**src/rtl/bk_sector_seq.sv**
```systemverilog
// bk_sector_seq: walks SECTORS consecutive hps_io sector transfers for one
// save slot, either reading (load) or writing (save), paced by sd_ack.
module bk_sector_seq #(
  parameter int SECTORS = 64,
  parameter int SLOT_W  = 2,
  parameter int LBA_W   = 32
) (
  input  logic              clk_sys,
  input  logic              reset,
  input  logic              bk_ena,
  input  logic              load_req,
  input  logic              save_req,
  input  logic [SLOT_W-1:0] slot,
  output logic [LBA_W-1:0]  sd_lba,
  output logic              sd_rd,
  output logic              sd_wr,
  input  logic              sd_ack,
  output logic              busy,
  output logic              loading,
  output logic              done,
  output logic              aborted
);

  localparam int IDX_W = $clog2(SECTORS);
  localparam int BASE_W = SLOT_W + IDX_W;

  typedef enum logic [1:0] {IDLE, REQ, XFER} state_t;

  state_t             state_q, state_d;
  logic [IDX_W-1:0]   idx_q, idx_d;
  logic [LBA_W-1:0]   lba_q, lba_d;
  logic               rd_q, rd_d, wr_q, wr_d;
  logic               busy_q, busy_d, loading_q, loading_d;
  logic               done_q, done_d, aborted_q, aborted_d;
  logic               ld_q, ld_d, sv_q, sv_d, ack_q, ack_d;

  logic               start_ld, start_sv, ack_rise, ack_fall;
  logic [BASE_W-1:0]  base;

  // SECTORS is a power of two, so slot*SECTORS is the slot with zero index bits
  assign base     = {slot, {IDX_W{1'b0}}};
  assign start_ld = load_req & bk_ena & ~ld_q;
  assign start_sv = save_req & bk_ena & ~sv_q;
  assign ack_rise = sd_ack & ~ack_q;
  assign ack_fall = ~sd_ack & ack_q;

  // Next-state: request edges start a sequence, ack edges pace each sector
  always_comb begin
    state_d   = state_q;
    idx_d     = idx_q;
    lba_d     = lba_q;
    rd_d      = rd_q;
    wr_d      = wr_q;
    busy_d    = busy_q;
    loading_d = loading_q;
    done_d    = 1'b0;
    aborted_d = 1'b0;
    ld_d      = load_req & bk_ena;
    sv_d      = save_req & bk_ena;
    ack_d     = sd_ack;
    case (state_q)
      IDLE: begin
        if (start_ld || start_sv) begin
          // load takes priority when both edges arrive together
          idx_d     = '0;
          lba_d     = LBA_W'(base);
          rd_d      = start_ld;
          wr_d      = ~start_ld;
          busy_d    = 1'b1;
          loading_d = start_ld;
          state_d   = REQ;
        end
      end
      REQ: begin
        if (ack_rise) begin
          rd_d    = 1'b0;
          wr_d    = 1'b0;
          state_d = XFER;
        end
      end
      XFER: begin
        if (ack_fall) begin
          if (idx_q == IDX_W'(SECTORS - 1)) begin
            busy_d    = 1'b0;
            loading_d = 1'b0;
            done_d    = 1'b1;
            state_d   = IDLE;
          end else if (!bk_ena) begin
            // image went away: stop cleanly between sectors
            busy_d    = 1'b0;
            loading_d = 1'b0;
            aborted_d = 1'b1;
            state_d   = IDLE;
          end else begin
            idx_d   = idx_q + IDX_W'(1);
            lba_d   = lba_q + LBA_W'(1);
            rd_d    = loading_q;
            wr_d    = ~loading_q;
            state_d = REQ;
          end
        end
      end
      default: state_d = IDLE;
    endcase
  end

  // State and output registers with synchronous reset
  always_ff @(posedge clk_sys) begin
    if (reset) begin
      state_q   <= IDLE;
      idx_q     <= '0;
      lba_q     <= '0;
      rd_q      <= 1'b0;
      wr_q      <= 1'b0;
      busy_q    <= 1'b0;
      loading_q <= 1'b0;
      done_q    <= 1'b0;
      aborted_q <= 1'b0;
      ld_q      <= 1'b0;
      sv_q      <= 1'b0;
      ack_q     <= 1'b0;
    end else begin
      state_q   <= state_d;
      idx_q     <= idx_d;
      lba_q     <= lba_d;
      rd_q      <= rd_d;
      wr_q      <= wr_d;
      busy_q    <= busy_d;
      loading_q <= loading_d;
      done_q    <= done_d;
      aborted_q <= aborted_d;
      ld_q      <= ld_d;
      sv_q      <= sv_d;
      ack_q     <= ack_d;
    end
  end

  assign sd_lba  = lba_q;
  assign sd_rd   = rd_q;
  assign sd_wr   = wr_q;
  assign busy    = busy_q;
  assign loading = loading_q;
  assign done    = done_q;
  assign aborted = aborted_q;

endmodule

```
**config.mk**
```make
export PLATFORM = sky130hd
export DESIGN_NAME = bk_sector_seq
export DESIGN_NICKNAME = d
export VERILOG_FILES = /design/src/rtl/bk_sector_seq.sv
export SDC_FILE = /design/constraint.sdc
export NUM_CORES = 1
export LEC_CHECK = 0
export ABC_CLOCK_PERIOD_IN_PS = 3100
export BUFFER_PORTS_ARGS = -buffer_cell sky130_fd_sc_hd__buf_2
export CAP_MARGIN = 10
export CORE_MARGIN = 3
export CORE_UTILIZATION = 50
export CTS_CLUSTER_SIZE = 25
export DETAILED_ROUTE_END_ITERATION = 10
export PLACE_DENSITY = 0.72
export SKIP_LAST_GASP = 1
export SYNTH_ARGS = -nofsm -noshare
export SYNTH_HDL_FRONTEND = slang
export SYNTH_SLANG_ARGS = --single-unit
```
**constraint.sdc**
```tcl
create_clock -name clk_sys -period 3.1 [get_ports clk_sys]
set_input_delay 0.155 -clock clk_sys [delete_from_list [all_inputs] [get_ports clk_sys]]
set_output_delay 0.155 -clock clk_sys [all_outputs]
set_load 0.005 [all_outputs]
```
==> flow_summary.yaml <==
clock_tree:
  cts_sinks: 49
  clockBufferDepth: 2
  cts_hold_buf: 0
  ctsHtreeMaxLevel: 2
  clk_pin_slew_ps: 90
  cts_buffers: 5
  clockRootBuffer: "clkbuf_8"
  cts_tree: "done"
  clk_latency_ps: 300
  cts_repair_resize_count: 0
  post_cts_buffers: 0
setup_path:
  worstSetupEndpoint: "sd_lba[26]$_SDFFE_PP0P_"
  path_cells: "inv_1 -> ha_1 -> and3b_2 -> o21ai_2 -> a21o_2 -> or4_1 -> a21oi_1"
  cp-startpoint: "state_q[0]$_SDFFE_PP0P_"
  r2r_cells: 7
  crit_slowest_cell: "or4_1"
  r2r-end: "sd_lba[26]$_SDFFE_PP0P_"
  crit_buf_inv: 1
  crit_arrival_ps: 2610
  worst_path_largest_cell_delay_ps: 580
  cp_data_required_time_ps: 3330
  crit_path_end_kind: "flip-flop"
  start_kind: "flip-flop"
  r2r_start: "state_q[0]$_SDFFE_PP0P_"
  crit_type: "flip-flop to flip-flop"
  cp_max_fo: 36
  r2r_slack_ps: 720
  critPathTopFamily: "simple AND/OR/NAND/NOR gates"
  crit_cells: 7
placement:
  place_inst: 425
  dpl_worst_slack_ps: 765
  routabilityCongestion: 0.859
  dp_hpwl_mm: 4.65
  place.port_buffers: 45
sta:
  maxSlewHeadroom_pct: 48.6
  fin_worst_skew_ps: 5.79
  rsz0062_at_grt: "false"
  slew_viol_final: 0
  max_freq_mhz: 420
  setup_ws_ps: 720
  min_period_ps: 2380
  min_period_over_period_pct: 76.8
  tns_ps: 0
  finalSetupViolations: 0
  hold_viol_final: 0
  worst_pin_slew_ps: 771
grt:
  antenna_found_initial: 0
  first_global_vias: 2466
  grt_first_pass_wirelength_mm: 11.6
  grt_max_degree: 43
  grt_usage_pct: 22.7
  grt-ovfl-total: 0
power:
  peakVddDrop_mv: 0.388
  power_uw: 1510
  internal-power_uw: 992
  switchingPower_uw: 514
  switching_share_pct: 34.1
  seqPwrFrac_pct: 45.9
  power_density_nw_per_um2: 497
  p_clk_share_pct: 25.5
  p_leak_uw: 0.00111
  pwr-share-comb_pct: 28.7
logic_synthesis:
  synth_area_leaders: "dfxtp_1, a21oi_1, nand3_1"
  synth_top_flop_cell: "dfxtp_1"
  ys_ff_latch: 49
  syn_inst: 325
  async_reset_ff_share_pct: 0
  synth.top_cell.area_share_pct: 36.4
  syn_nets: 339
  synth_area_leader_cell: "dfxtp_1"
  ys_types: 55
  synth_area_per_cell_um2: 8.30
  synth_edf_count: 0
  ys_seq_area_share_pct: 36.4
  synthesis.area_um2: 2700
  ys_warn_count: 0
die:
  io_pins: 46
  die_area_um2: 6310
  rows: 26
  core_um2: 5170
  die_w_um: 79.5
  die_h_um: 79.5
  initial_core_util_pct: 52.2
min_path:
  min_path_type: "input port to flip-flop"
  hold_path_depth: 2
flow_run:
  maxCapViolCount: 0
finish:
  nets: 376
  instances_no_fill: 432
  drive_gt1_share_pct: 19.6
  syn2layout_area_growth_pct: 12.3
  antenna_cells: 0
  nFillCells: 487
drt:
  vias: 2644
  postRouteAntennaNets: 0
  avgRoutedWirePerCell_um: 15.5
  drt_iter0_drc: 131
  drt_wl_total_mm: 6.69
  firstDrtPassIters: 4
  via_per_inst: 6.12
  drc: 0
status:
  status: "finished, final reports clean"
==> layer usage <==
metal	part of all wire (%)	wire length, um	track usage (%)
met5	0	0	0
met4	1.4	92	7.73
met1	47	3130	30.9
met3	5.1	344	3.95
met2	47	3130	36.1
==> power groups by stage <==
stage	clock (uW)	sequential, uW	combinational, uW
floorplan	0	702	325
global placement	0	704	421
detailed placement	0	706	428
CTS	397	691	431
global route	418	694	495
finish	383	690	432
==> flip-flops by register name, summed over array words and instances, names as in the netlist <==
name     flops
sd_lba      32
aborted      1
ld_q         1
busy         1
sd_wr        1
sv_q         1
idx_q        6
done         1
state_q      2
loading      1
ack_q        1
sd_rd        1
==> worst min-delay path by stage <==
stage               slack (ps)               end      from
floorplan                  280  ack_q$_SDFF_PP0_    sd_ack
global placement           400   sv_q$_SDFF_PP0_  save_req
detailed placement         410   ld_q$_SDFF_PP0_  load_req
CTS                        100   ld_q$_SDFF_PP0_  load_req
global route               100   ld_q$_SDFF_PP0_  load_req
finish                     100   ld_q$_SDFF_PP0_  load_req
==> cells by family after synthesis <==
| family | after synthesis | synth area share (%) |
|---|---|---|
| compound gates | 107 | 25.1 |
| xor+xnor | 2 | 0.649 |
| fa+ha+maj | 6 | 2.78 |
| buf+inv | 25 | 4.45 |
| flops | 49 | 36.4 |
| mux | 5 | 1.86 |
| simple gates | 131 | 28.8 |
==> worst reg2reg max path: cells and delay by family (launching register included) <==
| kind | cells | cell delay (ps) |
|---|---|---|
| AO/OA/AOI/OAI | 3 | 660 |
| AND/OR/NAND/NOR | 2 | 880 |
| flip-flops | 1 | 340 |
| adder cells (fa/ha/maj) | 1 | 340 |
| buffers and inverters | 1 | 90 |
==> synthesized netlist by cell type, types with 2 or more instances <==
library cell	count
a31oi_1	11
nor2_1	19
nor3_1	5
or3_1	5
clkbuf_1	11
nand2_1	27
a311oi_1	4
dfxtp_1	49
a21oi_1	36
nand4_1	5
inv_1	6
o31ai_1	7
nor2b_1	3
nand3_1	24
o21ai_0	19
nor3b_1	2
or4_1	9
ha_1	6
nand4b_1	2
mux2i_1	5
o22ai_1	2
or2_2	2
o21a_1	6
and4_1	3
nand3b_1	4
a41oi_1	6
a211oi_1	8
buf_2	6
and2_1	4
and3b_1	2
nand2b_1	3
==> cell usage in the layout (no fill, tap or decap), types with 7 or more instances in the layout <==
master    instances
dfxtp_1          49
buf_2            45
a21oi_1          36
nand2_1          27
nand3_1          24
nor2_1           19
o21ai_0          19
a31oi_1          11
or4_1             9
a211oi_1          8
o31ai_1           7
==> area by class of cell <==
cell class	instances	area (um2)	share of cell area, %
Timing Repair Buffer	49	255	8.43
Sequential cell	49	981	32.4
Tap cell	70	87.6	2.89
Multi-Input combinational cell	251	1600	52.7
Clock buffer	7	86.3	2.85
Inverter	6	22.5	0.743
==> per-stage QoR <==
step | hold WS [ps] | area (um2) | utilization (%)
2_1_floorplan | 283 | 2700 | -
3_3_place_gp | 402 | 2940 | 56.9
3_5_place_dp | 411 | 2940 | 56.9
4_1_cts | 101 | 3030 | 58.6
5_1_grt | 97.4 | 3030 | 58.6
6_report | 104 | 3030 | 58.6
(Power assumes the default switching activity.)
